--- config.mk ---
export PLATFORM = sky130hd
export DESIGN_NAME = div_ctrl
export DESIGN_NICKNAME = d
export VERILOG_FILES = /design/src/rtl/calc_pkg.sv /design/src/rtl/div_step.sv /design/src/rtl/div_ctrl.sv
export SDC_FILE = /design/constraint.sdc
export NUM_CORES = 1
export LEC_CHECK = 0
export ABC_AREA = 1
export ABC_CLOCK_PERIOD_IN_PS = 3250
export CAP_MARGIN = 20
export CORE_MARGIN = 2
export CORE_UTILIZATION = 30
export CTS_CLUSTER_SIZE = 28
export DETAILED_ROUTE_END_ITERATION = 8
export DONT_BUFFER_PORTS = 1
export GPL_TIMING_DRIVEN = 0
export PLACE_DENSITY_LB_ADDON = 0.1
export SETUP_SLACK_MARGIN = 0.3
export SLEW_MARGIN = 20
export SYNTH_ARGS = -nofsm -noshare
export SYNTH_HDL_FRONTEND = slang
export SYNTH_SLANG_ARGS = --single-unit
--- constraint.sdc ---
create_clock -name clk -period 3.25 [get_ports clk]
set_input_delay 0.65 -clock clk [delete_from_list [all_inputs] [get_ports clk]]
set_output_delay 0.65 -clock clk [all_outputs]
set_load 0.01 [all_outputs]
--- src/rtl/calc_pkg.sv ---
// Shared definitions for the calculator mode controllers: the FSM state
// type and the default operand width.
package calc_pkg;

    // Default operand/result width used by the mode controllers
    localparam int CALC_W = 8;

    // Controller FSM states
    typedef enum logic [1:0] {
        ST_IDLE = 2'd0,
        ST_ITER = 2'd1,
        ST_FIN  = 2'd2
    } calc_state_t;

endpackage

--- src/rtl/div_step.sv ---
// One restoring-division step: shift the next dividend bit into the
// partial remainder, subtract the divisor when it fits and shift the
// resulting quotient bit into the dividend register.
module div_step #(
    parameter int W = 8
) (
    input  logic [W:0]   rem,
    input  logic [W-1:0] dvd,
    input  logic [W-1:0] dvs,
    output logic [W:0]   rem_next,
    output logic [W-1:0] dvd_next
);

    logic [W+1:0] t;
    logic         ge;

    // The partial remainder is always below the divisor, so its top bit is
    // zero and widening t by that bit leaves the compare unchanged.
    always_comb begin
        t  = {rem, dvd[W-1]};
        ge = (t >= {2'b00, dvs});
        if (ge) begin
            rem_next = t[W:0] - {1'b0, dvs};
        end else begin
            rem_next = t[W:0];
        end
        dvd_next = {dvd[W-2:0], ge};
    end

endmodule

--- src/rtl/div_ctrl.sv ---
// Multi-cycle unsigned divider controller for the calculator.
// Takes one quotient bit per cycle, reports divide-by-zero immediately.
// Optional macro DIV_REM_EN adds the remainder output port r.
module div_ctrl
    import calc_pkg::*;
#(
    parameter int W = CALC_W
) (
    input  logic         clk,
    input  logic         rst,
    input  logic         div_,
    input  logic [W-1:0] a,
    input  logic [W-1:0] b,
    output logic [W-1:0] q,
`ifdef DIV_REM_EN
    output logic [W-1:0] r,
`endif
    output logic         busy,
    output logic         done,
    output logic         v
);

    localparam int CW = (W > 2) ? $clog2(W) : 1;

    calc_state_t   state;
    calc_state_t   state_next;
    logic [W-1:0]  dvd;
    logic [W-1:0]  dvs;
    logic [W:0]    rem;
    logic [CW-1:0] cnt;
    logic [W:0]    rem_next;
    logic [W-1:0]  dvd_next;

    div_step #(.W(W)) u_step (
        .rem      (rem),
        .dvd      (dvd),
        .dvs      (dvs),
        .rem_next (rem_next),
        .dvd_next (dvd_next)
    );

    // State register
    always_ff @(posedge clk) begin
        if (rst) begin
            state <= ST_IDLE;
        end else begin
            state <= state_next;
        end
    end

    // Next-state and status outputs; start requests only count in IDLE
    always_comb begin
        state_next = state;
        busy       = 1'b0;
        done       = 1'b0;
        case (state)
            ST_IDLE: begin
                if (div_) begin
                    state_next = (b != '0) ? ST_ITER : ST_FIN;
                end
            end
            ST_ITER: begin
                busy = 1'b1;
                if (cnt == '0) begin
                    state_next = ST_FIN;
                end
            end
            ST_FIN: begin
                busy       = 1'b1;
                done       = 1'b1;
                state_next = ST_IDLE;
            end
            default: state_next = ST_IDLE;
        endcase
    end

    // Datapath: load operands, iterate, and capture results on the last step
    always_ff @(posedge clk) begin
        if (rst) begin
            dvd <= '0;
            dvs <= '0;
            rem <= '0;
            cnt <= '0;
            q   <= '0;
            v   <= 1'b0;
`ifdef DIV_REM_EN
            r   <= '0;
`endif
        end else begin
            case (state)
                ST_IDLE: begin
                    if (div_) begin
                        if (b != '0) begin
                            dvd <= a;
                            dvs <= b;
                            rem <= '0;
                            cnt <= CW'(W - 1);
                        end else begin
                            q <= '1;
                            v <= 1'b1;
`ifdef DIV_REM_EN
                            r <= a;
`endif
                        end
                    end
                end
                ST_ITER: begin
                    dvd <= dvd_next;
                    rem <= rem_next;
                    if (cnt == '0) begin
                        q <= dvd_next;
                        v <= 1'b0;
`ifdef DIV_REM_EN
                        r <= rem_next[W-1:0];
`endif
                    end else begin
                        cnt <= cnt - 1'b1;
                    end
                end
                default: ;
            endcase
        end
    end

endmodule
## After elaboration in Yosys (flattened, before gate mapping)

Cells that the tools add are included.

- Add/sub/neg operators: 2
- Multiply operators: 0
- Div/mod/pow operators: 0
- $lt $le $gt $ge: 1
- Equal/unequal tests: 7
- Shifts and indexed selects: 0
- Muxes and demuxes: 25
- Bitwise logic cells: 0
- Reduce and logical (&&, ||, !) cells: 10

Operator list:

| cell | number |
|---|---|
| $mux W8 | 5 |
| $pmux W8 S2 | 2 |
| $mux W9 | 3 |
| $pmux W9 S2 | 1 |
| $ge A10 B8 Y1 | 1 |
| $ne A2 B2 Y1 const B | 5 |
| $mux W3 | 3 |
| $sub A9 B8 Y9 | 1 |
| $reduce_and A4 Y1 | 2 |
| $reduce_bool A8 Y1 | 1 |
| $mux W2 | 3 |
| $pmux W3 S2 | 1 |
| $reduce_and A3 Y1 | 2 |
| $mux W1 | 5 |
| $pmux W2 S2 | 1 |
| $logic_not A3 Y1 | 1 |
| $sub A3 B1 Y3 const B | 1 |
| $eq A2 B1 Y1 const B | 1 |
| $eq A2 B2 Y1 const B | 1 |
| $logic_not A2 Y1 | 1 |
| $pmux W1 S2 | 1 |
| $reduce_and A2 Y1 | 1 |
| $reduce_bool A2 Y1 | 1 |
| $reduce_or A2 Y1 | 1 |

- Register bits after elaboration: 39
- Bits in latches: 0
- Bits in writable memories: 0
- Bits in read-only memories: 0
- Bits of input ports: 19
- Output and inout bits: 11
- Logic and storage cells: 52
- Memories kept: 0

## Depth between registers and ports, before layout

Gate-level depths: netlist of run 1.

- Depth in word-level cells: 4
- Mapped depth: 13
- Mapped depth without buffers: 13

## Hierarchy

Synthesis of run 1 repeated with hierarchy kept, for this count alone.

- Cell total of the unflattened synthesis: 389
- Area total of the unflattened synthesis: 2588.7 um^2

By module, submodules not included:

| module | instances | cells each | area each (um^2) | seq. area each (um^2) |
|---|---|---|---|---|
| div_ctrl | 1 | 262 | 1863.0 | 780.7 |
| div_step | 1 | 127 | 725.7 | 0.0 |

## Least setup slack after synthesis of run 1

OpenSTA, ideal clock, no wires.

- Kind: reg2reg
- Start point: register dvd[7]
- End point: register rem[0]
- Library setup time: 0.138 ns
- Arrival: 1.599 ns
- Data required time: 3.112 ns
- Slack: 1.513 ns
- Cell stages (with the launch flop): 12
- Path buffers: 0
- Clock period less this slack: 1.737 ns
- Cells stage by stage: dfxtp_1 -> inv_1 -> ha_1 -> fa_1 -> inv_1 -> nand3_1 -> nand2_2 -> nand2_1 -> nand4_4 -> nand2_1 -> nand3_1 -> a21oi_1

- Longest elaborated chain between the ends: 3

RTL lines:

| item | RTL line | source |
|---|---|---|
| from (decl) | div_ctrl.sv:27 | `logic [W-1:0] dvd;` |
| from (signal assigned) | div_ctrl.sv:108 | `dvd <= dvd_next;` |
| $sub A9 B8 Y9 / $ge A10 B8 Y1 (equally long branches) | div_step.sv:23, div_step.sv:21 |  |
| $mux W9 (*) | div_step.sv:22 | `if (ge) begin` |
| $pmux W9 S2 (*) | div_ctrl.sv:90 | `case (state)` |
| to (signal assigned) | div_ctrl.sv:109 | `rem <= rem_next;` |
| to (decl) | div_ctrl.sv:29 | `logic [W:0] rem;` |

Mark *: on every way between the ends. The rest lies on a longest branch, timed or not.
A chain may end at the register's enable or synchronous reset.

## Worst setup path after layout of run 1

- Start point: register dvd[7]
- End point: register rem[5]

The elaborated chain is that of the path after synthesis.

==> results.txt, run 1 <==
The flow ran to the end, and the final reports show no timing, DRC or antenna violations. The count of flip-flops with a built-in enable after synthesis is 0. The largest buffer count on any clock path is 2. The highest metal layer carrying signal wires in the routed design is met4.

TritonCTS built the clock tree. The die boundary width came out at 92.08 µm. STA classifies the critical path startpoint as a flip-flop. The async set or reset register ratio after synthesis is 0.

Wires add up to 5.481 mm. The final count of pins violating max slew was 0. The post-synthesis average cell area came out at 7.205 µm².

The number of cells after detailed placement came out at 425. The post-route antenna net violation count came out at 0. The number of violations of the max-capacitance limit is 0.

The total number of yosys warnings is 0. The number of different library cells in the post-synthesis netlist came out at 35. The cell sitting at the root of the clock tree is a sky130_fd_sc_hd__clkbuf_8. The first global-routing pass estimated 9.535 mm of wire. The count of cells resized by post-cts repair is 0. Of the cells placed in the final design, the portion with a size suffix greater than 1 is 0.1360. The netlist area before placement is 2327 µm². The initial antenna violation count is 0. The detailed route wirelength on metal3 is 314 µm. The floorplan row count is 32. The maximum clock frequency is 507.0 MHz. In the final layout, the multi-input gates occupy 1303 µm². The vias after detailed routing came out at 1935. The highest cell delay on the worst timing path is 0.41 ns. The core footprint is 7607 µm². Of the synthesized area, sequential elements account for 0.3355. The net count of the finished layout is 363. The aggregate negative setup slack came out at 0 ns. The worst setup path is captured at a flip-flop.

The post-synthesis sequential element count came out at 39. For this run, the leading register cell type out of synthesis is sky130_fd_sc_hd__dfxtp_1. The half-perimeter wire length of the detailed placement result came out at 4.405 mm.

In the layout the commonest cells are 69 x sky130_fd_sc_hd__nand2_1, 44 x sky130_fd_sc_hd__inv_1, 39 x sky130_fd_sc_hd__dfxtp_1. The most common cell after layout, fill and taps aside is sky130_fd_sc_hd__nand2_1. The number of port buffers came out at 0. The power density over cell area came out at 639.8 nW/µm². Of all nets on the critical path, the largest fanout is 10. The critical path goes through inv_1, ha_1, fa_1, inv_1, nand3_1, nand2_2, nand2_1, nand4_4, nand2_1, nand3_1, a21oi_1.

The wire length on met1 is 2.628 mm. 30 I/O pins were placed. The number of antenna repair diodes came out at 0. The final weighted congestion of routability-driven global placement is 0.7877. The number of DRC markers after the initial detailed-route iteration is 67. The clock input transition at the sequential cells of the worst setup and hold paths is 0.08 ns. Summed over all nets, wire length on met2 after detailed routing comes to 2.465 mm. The sum of overflow across all layers after global routing is 0. The cts-stage hold buffer count came out at 0.

The worst path arrival time is 2.13 ns. TritonCTS created 5 clock buffers. The clock tree synthesis step divided the H-tree into 2 levels.

Counting every sink on the clock net gives 39. The detailed-routing iteration count for the pre-antenna-repair pass came out at 4. The detailed-route DRC error count is 0. For this design the static power due to leakage is 1.100 nW. The gate count of the mapped netlist is 323. VDD sags by at most 0.2361 mV.

The vias per cell is 4.469. The number of endpoints with negative hold slack in the final report came out at 0. The signed area change from the synthesized netlist to the final layout came out at 9.301%. The number of global-route vias before repair came out at 1991. The average wire length per cell after detail routing came out at 12.66 µm. The clock network latency to the later pin of the worst-skew pair is 0.29 ns. The initial core utilization is 0.3059. The endpoint required time on the critical path is 3.41 ns.

The post-layout minimum cycle time is 1.973 ns. The post-synthesis cell type with the largest combined area is sky130_fd_sc_hd__dfxtp_1. The post-layout total power is 1.628 mW.

For the pin with the worst max-slew slack, the measured transition is 0.5947 ns. Setup repair after global routing left no endpoint under its margin. The number of fillers in the final layout is 843.

The vertical die dimension is 92.08 µm. The floorplan die area is 8478 µm². The pin count of the biggest net entering global routing is 14. The sequential cells in the finished layout cover a total of 780.7 µm². By area the synthesized netlist is led by sky130_fd_sc_hd__dfxtp_1 34%, sky130_fd_sc_hd__nand2_1 11%, sky130_fd_sc_hd__inv_1 7.1%.

Setup violations remaining at the end of the flow were counted as 0. The share of synthesized area in the top cell type comes to 0.3355. By startpoint and endpoint, the worst setup path is classified as reg2reg. In the global route stage, overall resource usage came out at 0.1421. The post-CTS setup-driven buffer insertion count came out at 0. The net count after synthesis is 356. The ratio of final minimum period to clock period is 0.6069.

The setup skew after layout is 0.007493 ns. Among all stages on the critical path, the largest delay is contributed by sky130_fd_sc_hd__fa_1. The final instance count without filler cells is 433. The relative slew slack is 0.6035.

The min-delay analysis places its worst path in the category in2reg.
flip-flops by register name (all words and copies together) (netlist names):
name   count
cnt        3
v          1
q          8
state      2
dvd        8
rem        9
dvs        8
cell usage after synthesis (2+ instances only):
master,instances
sky130_fd_sc_hd__o21bai_1,4
sky130_fd_sc_hd__nor2_2,7
sky130_fd_sc_hd__dfxtp_1,39
sky130_fd_sc_hd__clkbuf_1,2
sky130_fd_sc_hd__xnor2_1,3
sky130_fd_sc_hd__a21oi_2,2
sky130_fd_sc_hd__nand4_1,10
sky130_fd_sc_hd__a21oi_1,29
sky130_fd_sc_hd__nor2_1,27
sky130_fd_sc_hd__buf_6,2
sky130_fd_sc_hd__clkinv_1,2
sky130_fd_sc_hd__nand2_4,2
sky130_fd_sc_hd__nor2_4,3
sky130_fd_sc_hd__buf_4,2
sky130_fd_sc_hd__nand3_1,18
sky130_fd_sc_hd__buf_2,2
sky130_fd_sc_hd__nand2_1,69
sky130_fd_sc_hd__o21ai_0,20
sky130_fd_sc_hd__inv_4,2
sky130_fd_sc_hd__ha_1,13
sky130_fd_sc_hd__nand2_2,4
sky130_fd_sc_hd__inv_1,44
sky130_fd_sc_hd__a211oi_2,5
power breakdown:
part / internal [mW] / total (mW) / switching (mW)
Combinational: 0.253 / 0.700 / 0.447
Sequential: 0.553 / 0.603 / 0.0493
Clock: 0.149 / 0.325 / 0.175
area by class of cell:
class,count,area share
Sequential cell,39,0.3069
Buffer,8,0.02164
Multi-Input combinational cell,227,0.5121
Tap cell,102,0.05017
Clock buffer,5,0.02705
Clock inverter,3,0.007870
Inverter,49,0.07427
critical path: cells and delay by family, from the launching register on:
kind	cells	cell delay [ns]
adder cells (fa/ha/maj)	2	0.64
AND/OR/NAND/NOR	6	0.63
AO/OA/AOI/OAI	1	0.06
flip-flops	1	0.34
buffers and inverters	2	0.16
cells by family after synthesis:
kind of cell | share of synthesized area
compound gates | 0.1747
buf+inv | 0.1048
flops | 0.3355
simple gates | 0.2914
xor+xnor | 0.01506
fa+ha+maj | 0.07850
through the flow:
step	setup slack, ns	util	cell area [µm²]	hold WS, ns
after detailed placement	1.264	0.3227	2455	0.4660
after global routing	1.076	0.3344	2544	0.3919
final	1.277	0.3344	2544	0.4127
after global placement	1.285	0.3227	2455	0.4599
after CTS	1.257	0.3344	2544	0.3975
after floorplan	1.513	-	2327	0.4348
worst paths after layout:
| check | startpoint | endpoint | slack, ns | cells after the start |
|---|---|---|---|---|
| max | dvd[7] | rem[5] | 1.28 | 11 |
| max reg2reg | dvd[7] | rem[5] | 1.28 | 11 |
| min reg2reg | cnt[2] | cnt[2] | 0.47 | 2 |
| min | rst | dvd[1] | 0.41 | 1 |
per-layer routing:
metal	global-route usage	vias up
met5	0	-
met4	0.05224	0
met3	0.04273	6
met2	0.2279	37
met1	0.1803	835
li1	-	1057
Note: power is estimated with default switching activity, not from simulation.
==> run 2, diff against run 1 <==
- ABC_CLOCK_PERIOD_IN_PS: 3250 -> 1800
- clock period: 3.25 -> 1.8 ns (I/O delays scaled with it)
==> run 2 against run 1 <==
Compared with the run above: clock skew about the same; sequential cell count unchanged; die area is the same; combinational power rose to 2.9 times the previous value; worst hold slack got worse by 0.29 ns; first-iteration DRC count grew 82%; setup slack got worse by 1.2 ns; clock power grew 130%; utilization up 9.4 points; sequential power is 84% higher; sequential share of layout area is 6.4 points lower; critical path type unchanged; critical endpoint is now rem[4].
==> results.txt, run 2 (synthesis gave the netlist of run 1 again) <==
The flow ran to the end, and the final reports show no timing, DRC or antenna violations. The floorplan row count was 32 (unchanged). Relative to the synthesized area, the layout overhead comes to 40.05%.

The detailed-route DRC error count was 0 (unchanged). The clock share of power came out at 0.194 (-0.005). The number of failing setup endpoints in the final timing report is 0 (unchanged). The number of endpoints with negative hold slack in the final report came out at 0 (unchanged). The cts-stage hold buffer count is 0 (unchanged). The number of port buffers is 0 (unchanged).

The wire length of the first global-routing pass is 10.29 mm (+7.9%). The number of clock buffers inserted by TritonCTS is 5 (unchanged). The worst-margin pin slew is 0.7129 ns (+0.1182 ns).

The clock network latency to the later pin of the worst-skew pair is 0.30 ns (about the same). The count of cells along the worst register-to-register path came out at 11 (unchanged). STA classifies the critical path endpoint as a flip-flop.

The post-layout total power is 3.881 mW (+140%). In this run the critical register-to-register path is launched from dvd[7]. The average wire length per cell after detail routing is 14.45 µm (+14%). The post-layout minimum cycle time is 1.681 ns (-0.2914 ns). The switching power summed over all nets is 1.594 mW (+140%). In this run the critical register-to-register path is captured at rem[4]. The final worst hold slack is 0.1200 ns (-0.2928 ns). In the layout the commonest cells are 50 x sky130_fd_sc_hd__nand2_1, 33 x sky130_fd_sc_hd__inv_1, 32 x sky130_fd_sc_hd__dfxtp_1. The switching share of total power is 0.4109 (-0.001910). The final instance count without filler cells came out at 456 (+5.3%). By startpoint and endpoint, the worst setup path is classified as reg2reg. The overall routed net length came out at 6.591 mm (+20%).

The total global-route track usage is 0.1526 (+0.01042). The initial antenna violation count came out at 0 (unchanged). The logic gate share of total power came out at 0.519 (+0.089). The vias per cell came out at 4.814 (+7.7%). Setup repair after global routing could not meet its margin everywhere. The ratio of final minimum period to clock period is 0.9340 (+0.3271). The proportion of layout cells with a drive suffix above 1 came to 0.4011 (+0.2652).

The I/O pin count was 30 (unchanged). STA classifies the critical path startpoint as a flip-flop. The maximum vdd ir drop came to 0.5348 mV (+130%). The final count of pins violating max slew came out at 0 (unchanged).

The total internal power came out at 2.286 mW (+140%). The endpoint required time on the critical path is 1.96 ns (-1.45 ns). The core footprint came out at 7607 µm² (unchanged). The flip-flop count of the largest register, all copies and words added is 9 (unchanged). The number of violations of the max-capacitance limit came out at 0 (unchanged). The clock input transition at the sequential cells of the worst setup and hold paths is 0.08 ns (about the same).

The final weighted congestion of routability-driven global placement came out at 0.7618 (-3.3%). The die boundary width is 92.08 µm (unchanged). The maximum clock frequency is 594.8 MHz (+17%). The relative slew slack came out at 0.5247 (-0.07882). The clock sink total is 39 (unchanged). The number of antenna repair diodes is 0 (unchanged).

The largest buffer count on any clock path came out at 2 (unchanged). The number of DRC markers after the initial detailed-route iteration came out at 122 (+82%). The detailed-routing iteration count for the pre-antenna-repair pass is 4 (unchanged).

The vias after detailed routing is 2195 (+13%). The post-route antenna net violation count came out at 0 (unchanged). The tree is rooted in a sky130_fd_sc_hd__clkbuf_8. The half-perimeter wire length of the detailed placement result came out at 4.355 mm (-1.1%).

In this run the worst hold path is classified as in2reg. The internal reg-to-reg setup slack was 0.12 ns (-1.16 ns). The leakage component of the power is 1.329 nW (+21%).

The floorplan die area is 8478 µm² (unchanged). The hold path depth is 1 (unchanged). Counting flops per register, the top entry is rem. The number of cells after detailed placement is 425 (unchanged).

The share of total power in sequential cells was 0.287 (-0.083). The endpoint of the worst hold path is dvd[1]. The start point of the worst hold path is rst.

The aggregate negative setup slack is 0 ns (unchanged). The setup skew after layout came out at 0.007536 ns (+0.00004308 ns). The net count of the finished layout is 386 (+6.3%). The level count of the clock H-tree was 2 (unchanged). The CTS tree is done. The number of global-route vias before repair is 2134 (+7.2%). The pin count of the biggest net entering global routing came to 14 (unchanged). Leaving out fill and tap cells, the most frequent cell in the layout is sky130_fd_sc_hd__nand2_1. The initial core utilization is 0.3059 (unchanged).

The vertical die dimension is 92.08 µm (unchanged). The worst path arrival time came out at 1.84 ns (-0.29 ns). The largest fanout of any net on the critical path is 5 (-5). The sum of overflow across all layers after global routing came out at 0 (unchanged).

The power density over cell area is 1191 nW/µm² (+86%).
[run 2: cell types whose count changed in the layout (fill, tap and decap cells not counted), moves of 10 or more]
cell / change
sky130_fd_sc_hd__nand2_2: +11
sky130_fd_sc_hd__ha_1: -10
sky130_fd_sc_hd__o21ai_0: -12
sky130_fd_sc_hd__a21oi_2: +10
sky130_fd_sc_hd__a21oi_1: -11
sky130_fd_sc_hd__nand2_1: -19
sky130_fd_sc_hd__inv_1: -11
sky130_fd_sc_hd__ha_4: +10
[run 2: worst max-delay path: stages (launching register included)]
cell,delay (ns)
sky130_fd_sc_hd__dfxtp_2,0.34
sky130_fd_sc_hd__inv_2,0.05
sky130_fd_sc_hd__ha_4,0.15
sky130_fd_sc_hd__fa_2,0.34
sky130_fd_sc_hd__inv_2,0.07
sky130_fd_sc_hd__nand3_2,0.07
sky130_fd_sc_hd__nand2_4,0.10
sky130_fd_sc_hd__nand2_4,0.08
sky130_fd_sc_hd__nand4_4,0.14
sky130_fd_sc_hd__nand2_1,0.08
sky130_fd_sc_hd__nand3_2,0.07
sky130_fd_sc_hd__a21oi_2,0.05
[run 2: layer usage]
layer  track usage  vias up  wire, µm
li1              -     1122         -
met1        0.1981     1025      3088
met2        0.2537       43      3178
met3       0.04355        5       274
met4       0.02985        0        50
met5             0        -         0
[run 2: how the worst max path moves through the flow]
stage                 from  endpoint  slack, ns  cells past startpoint
global placement    dvs[5]    rem[1]      -0.03                     10
finish              dvd[7]    rem[4]       0.12                     11
global route        dvd[7]    rem[8]      -0.01                     11
detailed placement  dvs[5]    rem[5]      -0.04                     10
floorplan           dvd[7]    rem[0]       0.20                     11
CTS                 dvd[7]    rem[4]        0.1                     11
[run 2: repair_timing]
action,in CTS,in global routing
endpoints found under the setup margin,32,32
resized for setup,30,96
pin swaps,13,24
cloned,1,4
hold endpoints to repair,0,0
setup buffers,3,15
[run 2: final cells by class]
type	instances	area, µm²
Fill cell	812	4348
Multi-Input combinational cell	228	1694
Sequential cell	39	792.0
Timing Repair Buffer	20	236.5
Inverter	49	214.0
Tap cell	102	127.6
Buffer	8	70.07
Clock buffer	5	68.82
Clock inverter	3	43.79
Timing Repair inverter	2	12.51
[run 2: metrics by stage]
step / setup slack, ns / util / instance area (µm²)
final: 0.1188 / 0.4285 / 3259
after global routing: -0.01194 / 0.4285 / 3259
after CTS: 0.09871 / 0.3646 / 2774
after detailed placement: -0.04232 / 0.3243 / 2467
after global placement: -0.03112 / 0.3243 / 2467
after floorplan: 0.1950 / - / 2340
[run 2: power groups by stage]
stage / sequential, mW / clock (mW) / combinational, mW
4_1_cts: 1.10 / 0.787 / 1.47
3_5_place_dp: 1.11 / 0 / 1.29
5_1_grt: 1.13 / 0.814 / 2.23
2_1_floorplan: 1.09 / 0 / 1.05
3_3_place_gp: 1.11 / 0 / 1.29
6_report: 1.11 / 0.753 / 2.01
==> run 3, diff against run 2 <==
- SETUP_SLACK_MARGIN: 0.3 -> not set
==> run 3 against run 2 <==
Compared with the run above: die area stayed put; clock power is 22% lower; sequential share of layout area grew 4.3 points; setup slack got worse by 0.059 ns; sequential cell count is the same; routed wire length fell by 13%; non-clock buffer count fell by 16; utilization decreased by 6.5 points; count of clock-buffer cells in the layout did not move; critical path depth stayed put; final cell count fell by 3.9%; largest cell class unchanged; largest power group unchanged; highest routed layer unchanged.
==> results.txt, run 3 (synthesis gave the netlist of run 1 again) <==
The area used by sequential logic in the layout came out at 789.5 µm² (-0.32%). The final count of pins violating max slew is 0 (unchanged). The number of violations of the max-capacitance limit came out at 0 (unchanged). The number of endpoints with negative hold slack in the final report is 0 (unchanged).

In this run the clock root is driven by a sky130_fd_sc_hd__clkbuf_8. The initial antenna violation count came out at 0 (unchanged). The largest individual stage delay along the critical path comes from the cell sky130_fd_sc_hd__dfxtp_2. The detailed-route DRC error count came out at 0 (unchanged).

The CTS tree is done. The post-route antenna net violation count is 0 (unchanged). The number of port buffers is 0 (unchanged). The number of antenna repair diodes is 0 (unchanged). The worst path arrival time came out at 1.89 ns (+0.05 ns).

The category of the most critical setup path is reg2reg. The register ranked first by flip-flop count is rem. The core footprint came out at 7607 µm² (unchanged). The post-layout minimum cycle time is 1.741 ns (+0.05940 ns). The power density over cell area came out at 1149 nW/µm² (-3.5%). The total placed instance area came to 2455 µm² (-0.51%). The half-perimeter wire length of the detailed placement result came out at 4.405 mm (+1.1%). From synthesis to final layout, the design area changed by 18.71%. The pin count of the biggest net entering global routing was 14 (unchanged). Counting stages on the worst path, the most repeated cell is sky130_fd_sc_hd__inv_2. The largest fanout of any net on the critical path is 8 (+3).

The level count of the clock H-tree came out at 2 (unchanged). The met1 track utilization from global routing is 0.1809 (-0.01723). STA classifies the critical path startpoint as a flip-flop. The top cell types in the final layout, fill and taps aside, are 66 x sky130_fd_sc_hd__nand2_1, 37 x sky130_fd_sc_hd__inv_1, 32 x sky130_fd_sc_hd__dfxtp_1.

The global routing usage on met2 is 0.2390 (-0.01471). The largest buffer count on any clock path came out at 2 (unchanged). STA classifies the critical path endpoint as a flip-flop. The proportion of layout cells with a drive suffix above 1 was 0.2411 (-0.1601). The clock sink total is 39 (unchanged). The setup skew after layout came out at 0.007217 ns (-0.0003188 ns). The floorplan die area was 8478 µm² (unchanged).

The ratio of final minimum period to clock period is 0.9670 (+0.03300). The relative slew slack came to 0.5823 (+0.05756). The most used routing layer in global routing is met2. The maximum vdd ir drop came out at 0.4406 mV (-18%). The overall routed net length is 5.748 mm (-13%). The cts-stage hold buffer count came out at 0 (unchanged). The flip-flop count of the largest register, all copies and words added is 9 (unchanged). The I/O pin count is 30 (unchanged).

The leakage component of the power is 1.152 nW (-13%). The number of global-route vias before repair came to 2028 (-5.0%). The average wire length per cell after detail routing is 13.12 µm (-9.2%). The initial core utilization is 0.3059 (unchanged).

The vias after detailed routing is 1963 (-11%). The aggregate negative setup slack is 0 ns (unchanged). The maximum clock frequency came to 574.5 MHz (-3.4%).

The net count of the finished layout is 368 (-4.7%). The signal on the critical path passes through inv_2, ha_4, fa_2, inv_2, nand3_2, nand2_4, buf_6, a21oi_4, nand4_1, nand3_1, a21oi_1. The worst slack at placement is -0.1860 ns (-0.1436 ns). The wire length of the first global-routing pass came out at 9.742 mm (-5.3%). The total global-route track usage is 0.1454 (-0.007131). The multi-input gate area in the final layout was 1479 µm² (-13%). The run finished with clean final reports. Setup repair after global routing could not meet its margin everywhere.

The floorplan row count is 32 (unchanged). The library cell used most frequently in the layout, excluding fill and tap cells, is sky130_fd_sc_hd__nand2_1. The vias per cell is 4.482 (-6.9%). The detailed-routing iteration count for the pre-antenna-repair pass is 4 (unchanged). The post-route cell area came out at 2763 µm² (-15%). The number of failing setup endpoints in the final timing report came to 0 (unchanged). The vertical die dimension is 92.08 µm (unchanged). The final weighted congestion of routability-driven global placement came to 0.7877 (+3.4%).

The highest cell delay on the worst timing path came out at 0.33 ns (about the same). The die boundary width came out at 92.08 µm (unchanged). The number of clock buffers inserted by TritonCTS came out at 5 (unchanged).

The number of DRC markers after the initial detailed-route iteration is 98 (-20%). The met3 usage came to 0.04273 (-0.0008217). The clock input transition at the sequential cells of the worst setup and hold paths is 0.08 ns (about the same).

The clock network latency to the later pin of the worst-skew pair came out at 0.29 ns (about the same). The worst setup margin is 0.05938 ns (-0.05940 ns). The endpoint required time on the critical path came out at 1.95 ns (about the same).

The worst hold path belongs to the class in2reg. The number of fillers in the final layout is 823 (+1.4%). The worst-margin pin slew came out at 0.6266 ns (-0.08634 ns). The sum of overflow across all layers after global routing is 0 (unchanged).
run 3: area by class of cell:
cell class	count	share of cell area
clock inverter	3	0.007246
buffer	8	0.01993
multi-input combinational	228	0.5353
sequential	39	0.2858
inverter	49	0.06839
timing repair buffer	4	0.01223
clock buffer	5	0.02491
tap	102	0.04620
run 3: routing by layer:
layer	wire length [µm]	vias up
li1	-	1069
met1	2722	862
met2	2680	27
met3	279	5
met4	65	0
met5	0	-
run 3: timing repair:
item                       CTS  global route
pin swaps                    8            17
gates resized for setup     14            27
gates cloned                 1             0
setup buffers                3             1
setup endpoints to repair   11            11
run 3: where the power goes:
| part | internal (mW) | switching (mW) |
|---|---|---|
| clock | 0.270 | 0.317 |
| sequential | 1.00 | 0.0976 |
| combinational | 0.593 | 0.893 |
run 3: per-stage QoR:
stage	power, mW	hold WS [ns]	util	instances
floorplan	2.126	0.4330	-	323
global placement	2.378	0.4354	0.3227	425
detailed placement	2.382	0.4382	0.3227	425
CTS	3.129	0.1075	0.3482	437
global route	3.460	0.1019	0.3632	438
finish	3.173	0.1253	0.3632	438
run 3: worst max-delay path, delay by kind of cell (launching register included):
family                     cells  cell delay (ns)
and+or+nand+nor                4             0.39
adders and majority gates      2             0.35
DFF                            1             0.33
AOI/OAI and AO/OA              2             0.29
buffers and inverters          3             0.24
run 3: final timing paths:
kind | depth (start not counted) | from | endpoint | slack (ns)
worst max-delay path | 11 | dvd[7] | rem[5] | 0.06
worst min-delay path | 1 | rst | dvd[1] | 0.13
worst min register to register | 2 | cnt[2] | cnt[2] | 0.48
worst max register to register | 11 | dvd[7] | rem[5] | 0.06
